File: src/rtl/multdiv_unit.sv
// -----------------------------------------------------------------------------
// multdiv_unit
//
// 32-bit signed multiply / divide unit.
//   * Multiply: radix-2 Booth, 32 iterations. Each iteration works on a 65-bit
//     {acc, multiplier, q-1} register and ends with an arithmetic right shift.
//   * Divide: signed non-restoring division, 32 iterations, on operand
//     magnitudes. The quotient sign is applied at the end. The remainder is
//     discarded.
//
// The result is produced 33 cycles after the start cycle. A new start pulse
// always restarts the unit, and the operation in flight is dropped silently.
//
// Configuration macro:
//   MULTDIV_DIV_EN  defined   -> divide datapath is built.
//                   undefined -> no divide datapath. ctrl_DIV answers on the
//                                next cycle with result 0 and exception 1.
//
// Ports:
//   clock           in   rising-edge clock
//   reset           in   synchronous, active-high reset
//   data_operandA   in   [31:0] signed multiplicand / dividend
//   data_operandB   in   [31:0] signed multiplier / divisor
//   ctrl_MULT       in   one-cycle start pulse for multiply (wins over DIV)
//   ctrl_DIV        in   one-cycle start pulse for divide
//   data_result     out  [31:0] product low word / quotient (held)
//   data_exception  out  overflow / divide-by-zero flag (held)
//   data_resultRDY  out  one-cycle pulse, result valid
// -----------------------------------------------------------------------------
module multdiv_unit (
  input  logic        clock,
  input  logic        reset,
  input  logic [31:0] data_operandA,
  input  logic [31:0] data_operandB,
  input  logic        ctrl_MULT,
  input  logic        ctrl_DIV,
  output logic [31:0] data_result,
  output logic        data_exception,
  output logic        data_resultRDY
);

  typedef enum logic [1:0] {
    IDLE = 2'd0,
    MULT = 2'd1,
    DIV  = 2'd2,
    DONE = 2'd3
  } state_t;

  state_t      state_r;
  state_t      state_s;
  logic [4:0]  count_r;
  logic        last_iter_s;

  // Booth datapath: [64:33] acc, [32:1] multiplier, [0] q-1
  logic [64:0] booth_r;
  logic [64:0] booth_next_s;
  logic [31:0] mcand_r;
  logic [32:0] acc_ext_s;
  logic [32:0] addend_s;
  logic [32:0] booth_sum_s;
  logic        booth_cin_s;
  logic        mul_ovf_s;

  logic [31:0] result_r;
  logic        exc_r;
  logic        rdy_r;

  // Two's-complement negation as invert-plus-one
  function automatic logic [31:0] neg32(input logic [31:0] v);
    neg32 = ~v + 32'd1;
  endfunction

`ifdef MULTDIV_DIV_EN
  // Partial remainder is kept in 34 bits so the left shift of a remainder
  // near +/-2^31 cannot lose its sign.
  logic [33:0] rem_r;
  logic [33:0] rem_shift_s;
  logic [33:0] dvsr_ext_s;
  logic [33:0] rem_next_s;
  logic [31:0] quo_r;
  logic [31:0] dvsr_r;
  logic [31:0] quo_next_s;
  logic [31:0] quo_final_s;
  logic [31:0] a_mag_s;
  logic [31:0] b_mag_s;
  logic        q_neg_r;
  logic        div_zero_r;
  logic        div_ovf_r;
`endif

  assign last_iter_s = (count_r == 5'd31);

  // Booth step: choose +M, -M (as ~M + 1) or 0, add into the sign-extended acc, then shift right arithmetically
  always_comb begin
    acc_ext_s   = {booth_r[64], booth_r[64:33]};
    addend_s    = 33'd0;
    booth_cin_s = 1'b0;
    case (booth_r[1:0])
      2'b01: begin
        addend_s    = {mcand_r[31], mcand_r};
        booth_cin_s = 1'b0;
      end
      2'b10: begin
        addend_s    = ~{mcand_r[31], mcand_r};
        booth_cin_s = 1'b1;
      end
      default: begin
        addend_s    = 33'd0;
        booth_cin_s = 1'b0;
      end
    endcase
    // The sum is 33 bits wide so acc - (-2^31) cannot overflow. The shift
    // brings it back into range.
    booth_sum_s  = acc_ext_s + addend_s + {32'd0, booth_cin_s};
    booth_next_s = {booth_sum_s[32:1], booth_sum_s[0], booth_r[32:2], booth_r[1]};
    // The product is booth_next_s[64:1]. It overflows 32 bits unless bits [63:31] are all equal.
    mul_ovf_s    = ~((booth_next_s[64:32] == {33{1'b0}}) |
                     (booth_next_s[64:32] == {33{1'b1}}));
  end

`ifdef MULTDIV_DIV_EN
  // Non-restoring step plus operand magnitudes and final quotient sign
  always_comb begin
    rem_shift_s = {rem_r[32:0], quo_r[31]};
    dvsr_ext_s  = {2'b00, dvsr_r};
    if (rem_r[33] == 1'b0) begin
      rem_next_s = rem_shift_s + ~dvsr_ext_s + 34'd1;
    end else begin
      rem_next_s = rem_shift_s + dvsr_ext_s;
    end
    // A quotient bit is 1 when the new partial remainder is non-negative.
    quo_next_s  = {quo_r[30:0], ~rem_next_s[33]};
    quo_final_s = q_neg_r ? neg32(quo_next_s) : quo_next_s;
    a_mag_s     = data_operandA[31] ? neg32(data_operandA) : data_operandA;
    b_mag_s     = data_operandB[31] ? neg32(data_operandB) : data_operandB;
  end
`endif

  // State register
  always_ff @(posedge clock) begin
    if (reset) begin
      state_r <= IDLE;
    end else begin
      state_r <= state_s;
    end
  end

  // Next-state logic: a start pulse restarts from any state, and MULT has priority
  always_comb begin
    state_s = state_r;
    if (ctrl_MULT) begin
      state_s = MULT;
    end else if (ctrl_DIV) begin
`ifdef MULTDIV_DIV_EN
      state_s = DIV;
`else
      state_s = DONE;
`endif
    end else begin
      case (state_r)
        IDLE:    state_s = IDLE;
        MULT:    state_s = last_iter_s ? DONE : MULT;
        DIV:     state_s = last_iter_s ? DONE : DIV;
        DONE:    state_s = IDLE;
        default: state_s = IDLE;
      endcase
    end
  end

  // Datapath and registered outputs. Results load on the edge into DONE, so RDY is high during DONE.
  always_ff @(posedge clock) begin
    if (reset) begin
      count_r    <= 5'd0;
      booth_r    <= 65'd0;
      mcand_r    <= 32'd0;
      result_r   <= 32'd0;
      exc_r      <= 1'b0;
      rdy_r      <= 1'b0;
`ifdef MULTDIV_DIV_EN
      rem_r      <= 34'd0;
      quo_r      <= 32'd0;
      dvsr_r     <= 32'd0;
      q_neg_r    <= 1'b0;
      div_zero_r <= 1'b0;
      div_ovf_r  <= 1'b0;
`endif
    end else begin
      rdy_r <= 1'b0;
      if (ctrl_MULT) begin
        count_r <= 5'd0;
        mcand_r <= data_operandA;
        booth_r <= {32'd0, data_operandB, 1'b0};
      end else if (ctrl_DIV) begin
`ifdef MULTDIV_DIV_EN
        count_r    <= 5'd0;
        rem_r      <= 34'd0;
        quo_r      <= a_mag_s;
        dvsr_r     <= b_mag_s;
        q_neg_r    <= data_operandA[31] ^ data_operandB[31];
        div_zero_r <= (data_operandB == 32'd0);
        div_ovf_r  <= (data_operandA == 32'h8000_0000) &&
                      (data_operandB == 32'hFFFF_FFFF);
`else
        count_r  <= 5'd0;
        result_r <= 32'd0;
        exc_r    <= 1'b1;
        rdy_r    <= 1'b1;
`endif
      end else begin
        case (state_r)
          MULT: begin
            booth_r <= booth_next_s;
            count_r <= count_r + 5'd1;
            if (last_iter_s) begin
              result_r <= booth_next_s[32:1];
              exc_r    <= mul_ovf_s;
              rdy_r    <= 1'b1;
            end
          end
`ifdef MULTDIV_DIV_EN
          DIV: begin
            rem_r   <= rem_next_s;
            quo_r   <= quo_next_s;
            count_r <= count_r + 5'd1;
            if (last_iter_s) begin
              if (div_zero_r) begin
                result_r <= 32'd0;
                exc_r    <= 1'b1;
              end else begin
                result_r <= quo_final_s;
                exc_r    <= div_ovf_r;
              end
              rdy_r <= 1'b1;
            end
          end
`endif
          default: begin
            count_r <= 5'd0;
          end
        endcase
      end
    end
  end

  assign data_result    = result_r;
  assign data_exception = exc_r;
  assign data_resultRDY = rdy_r;

endmodule

File: config.mk
export PLATFORM = sky130hd
export DESIGN_NAME = multdiv_unit
export DESIGN_NICKNAME = d
export VERILOG_FILES = /design/src/rtl/multdiv_unit.sv
export SDC_FILE = /design/constraint.sdc
export NUM_CORES = 1
export LEC_CHECK = 0
export CAP_MARGIN = 20
export CORE_MARGIN = 3
export CORE_UTILIZATION = 29
export CTS_CLUSTER_SIZE = 12
export DETAILED_ROUTE_END_ITERATION = 7
export GPL_TIMING_DRIVEN = 0
export HOLD_SLACK_MARGIN = 0.03
export PLACE_DENSITY_LB_ADDON = 0.08
export SETUP_SLACK_MARGIN = 0.3
export SLEW_MARGIN = 20
export SYNTH_ARGS = -nofsm -noshare
export SYNTH_HDL_FRONTEND = slang
export SYNTH_SLANG_ARGS = --single-unit
File: constraint.sdc
create_clock -name clock -period 3.5 [get_ports clock]
set_input_delay 0.7 -clock clock [delete_from_list [all_inputs] [get_ports clock]]
set_output_delay 0.7 -clock clock [all_outputs]
set_load 0.05 [all_outputs]
==> summary.txt <==
Worst setup path
  • Setup slack, reg-to-reg: -390 ps
  • CP Capture Type: flop
  • Req. time, crit path: 3810 ps
  • Worst reg2reg path depth: 17
  • Critical path launch point type: flop
  • Worst EP arrival: 4200 ps
  • Worst-path fanout max: 5
  • Critical path origin: booth_r[1]
  • FF-to-FF Start: booth_r[1]
  • CP Class: reg2reg
  • R2r endpoint: data_exception

Detailed routing
  • Overall routed net length: 25.3 mm
  • Initial DRC count: 484
  • TritonRoute pass-1 iters: 5
  • DR vias: 7,389
  • DRC Markers: 0
  • Final antenna-violating net count: 0
  • Routed WL per cell: 17.2 µm
  • Vias/cell: 5.01

Placement
  • Hpwl dp: 18.0 mm
  • Area after DPL: 0.00892 mm²
  • DP Cell Count: 1,397
  • Placer Congestion: 0.815
  • Port bufs: 101

Timing
  • Rel. slew slack: 0.319
  • Max-slew violations: 0
  • Tcrit/Tclk final: 1.11
  • Worst Skew: 14.8 ps
  • RSZ-0062 raised after global routing: yes
  • Final-report hold violation count: 0
  • Hold Worst Slack: 457 ps
  • Final setup vio count: 1
  • Slew @ Worst Pin: 1020 ps
  • FMAX: 257 MHz
  • Setup ws final: -387 ps
  • Period minus WS final: 3890 ps

Cells and area
  • Final Non-Filler Cells: 1,474
  • Final non-filler cell area: 0.0108 mm²
  • Fin util: 0.427
  • FF+latch area: 0.00277 mm²
  • Area of the multi-input gates: 0.00506 mm²
  • Filler cells: 2,557
  • P&R area growth vs syn: 44.4%
  • Layout cells sized above 1: 0.187
  • N_diodes: 0
  • Nets: 1,235

Logic synthesis
  • Synthesis-stage register bit count: 138
  • Synth cell types: 60
  • Seq/Total Area, Yosys: 0.370
  • Synth top area share: 0.370
  • Synthesized area: 0.00746 mm²
  • Synth async-reset ratio: 0
  • Area leader, netlist: dfxtp_1
  • Syn Nets: 1,069
  • Synth area leaders: dfxtp_1, nor2_1, nand2_1, a21oi_1, ha_1
  • Syn Inst Count: 966
  • Yosys Warn Count: 0
  • Ys flop type: dfxtp_1
  • Most frequent cell after synthesis: nor2_1
  • Top cells by count, synth: nor2_1, nand2_1, dfxtp_1
  • Syn avg cell area: 7.73 µm²
  • Post-synth EDFFs: 0

Pwr
  • NetSw: 1.12 mW
  • Maximum vdd ir drop: 0.292 mV
  • Clock Power Share: 0.472
  • Combinational share of power: 0.131
  • Power per cell area: 389 mW/mm²
  • Total power draw: 4.19 mW
  • Leakage: 4.20 nW
  • Sequential Power Share: 0.397
  • Internal: 3.07 mW
  • Switching share of power: 0.266

GRT
  • Largest net degree at the start of global routing: 17
  • Gr ovfl total: 0
  • GRT met3 Usage: 0.0328
  • Antenna violations before repair: 0
  • GR Layer Usage met1: 0.261
  • GR Layer Usage met2: 0.282
  • GRT Max-Usage Layer: met2
  • GRT Overall Usage: 0.181
  • Vias in the first global route: 7,134
  • First-pass GRT wire length: 40.2 mm

Die
  • Core footprint: 0.0253 mm²
  • Total die area: 0.0277 mm²
  • Row count: 58
  • Initial Utilization: 0.296
  • Die Span X: 166 µm
  • # IOs: 102
  • Die height: 166 µm

Clock network
  • Clk slew on worst S/H paths: 60 ps
  • CTS Buffer Depth: 2
  • CTS tree: yes
  • Num CTS Buffers: 17
  • Clock sink count: 138
  • Worst skew pair latency: 420 ps
  • CTS root buf: clkbuf_16
  • CTS H-tree depth: 4
  • Hold_buf cts: 0

Hold path
  • Min-Delay Path Depth: 1
  • WHS Endpoint: count_r[0]
  • Hold Crit Start: count_r[0]
  • HP Class: reg2reg

Outcome
  • Run status: finished, violations left
  • Failing checks: setup timing

Run
  • Maxcap violations: 0
## placed cells by master, fill, tap and decap left out, types with 21 or more instances in the layout
master,synthesis,final
clkdlybuf4s50_1,0,101
o21ai_0,48,21
clkbuf_1,56,46
nand2_1,144,139
a21oi_1,99,73
a22oi_1,31,31
nor2_1,155,152
ha_1,33,25
dfxtp_1,138,136
mux2i_1,34,34
buf_4,0,34
## power by group through the flow
stage	clock network, mW	logic [mW]	registers, mW
final	1.98	0.549	1.66
after global routing	2.10	0.602	1.67
after CTS	2.02	0.516	1.66
after detailed placement	0	0.463	1.70
after global placement	0	0.465	1.70
after floorplan	0	0.274	1.69
## worst max path at each step
stage	to	slack [ps]	cells past startpoint
3_3_place_gp	data_exception	-1030	15
3_5_place_dp	data_exception	-1070	15
2_1_floorplan	data_exception	-30	17
5_1_grt	data_exception	-580	17
6_report	data_exception	-390	17
4_1_cts	data_exception	-380	17
## critical path: stages, from the launching register on
cell	delay (ps)
dfxtp_4	370
nor2b_4	120
buf_8	120
clkbuf_16	120
a21oi_4	50
fa_2	400
inv_2	60
fa_2	230
a211oi_4	80
o31ai_4	400
a21bo_2	260
xor2_2	220
and3_1	180
nand4_1	130
or4_4	460
nor4b_4	310
nand4_1	110
and3_1	150
## layer usage
| layer | vias up | share of wire |
|---|---|---|
| met5 | - | 0 |
| met4 | 0 | 0.011 |
| met3 | 14 | 0.033 |
| met2 | 136 | 0.45 |
| met1 | 3495 | 0.50 |
| li1 | 3744 | - |
## stage by stage
stage          TNS [ps]  setup WS, ps
2_1_floorplan     -28.1         -28.1
6_report           -387          -387
3_3_place_gp      -3700         -1030
5_1_grt            -766          -577
3_5_place_dp      -3650         -1070
4_1_cts            -381          -381
## cell type report
type,count,area share
repair buffers,147,0.133
well taps,330,0.0383
multi-input cells,742,0.469
clock inverters,14,0.0192
inverters,19,0.00662
clock buffers,17,0.0395
plain buffers,67,0.0370
flip-flops and latches,138,0.257
## flip-flops by register name, summed over array words and instances (netlist names)
register	count
booth_r	65
data_result	32
mcand_r	32
count_r	5
state_r	2
data_exception	1
data_resultRDY	1
## what timing repair did
| action | CTS | global route |
|---|---|---|
| gates cloned | 1 | 0 |
| endpoints found under the setup margin | 23 | 18 |
| resized for setup | 132 | 81 |
| pin swaps | 45 | 35 |
| endpoints found under the hold margin | 0 | 0 |
| setup buffers | 34 | 11 |
## cells by family (layout without fill, tap and decap cells)
| kind of cell | after synthesis | in the layout | synth area share |
|---|---|---|---|
| DFF | 138 | 138 | 0.370 |
| muxes | 36 | 36 | 0.0486 |
| and+or+nand+nor | 386 | 386 | 0.225 |
| adders and majority gates | 35 | 35 | 0.0607 |
| buffers and inverters | 86 | 264 | 0.0449 |
| AOI/OAI and AO/OA | 261 | 261 | 0.223 |
| xor gates and xnor gates | 24 | 24 | 0.0282 |
(Power assumes the default switching activity.)
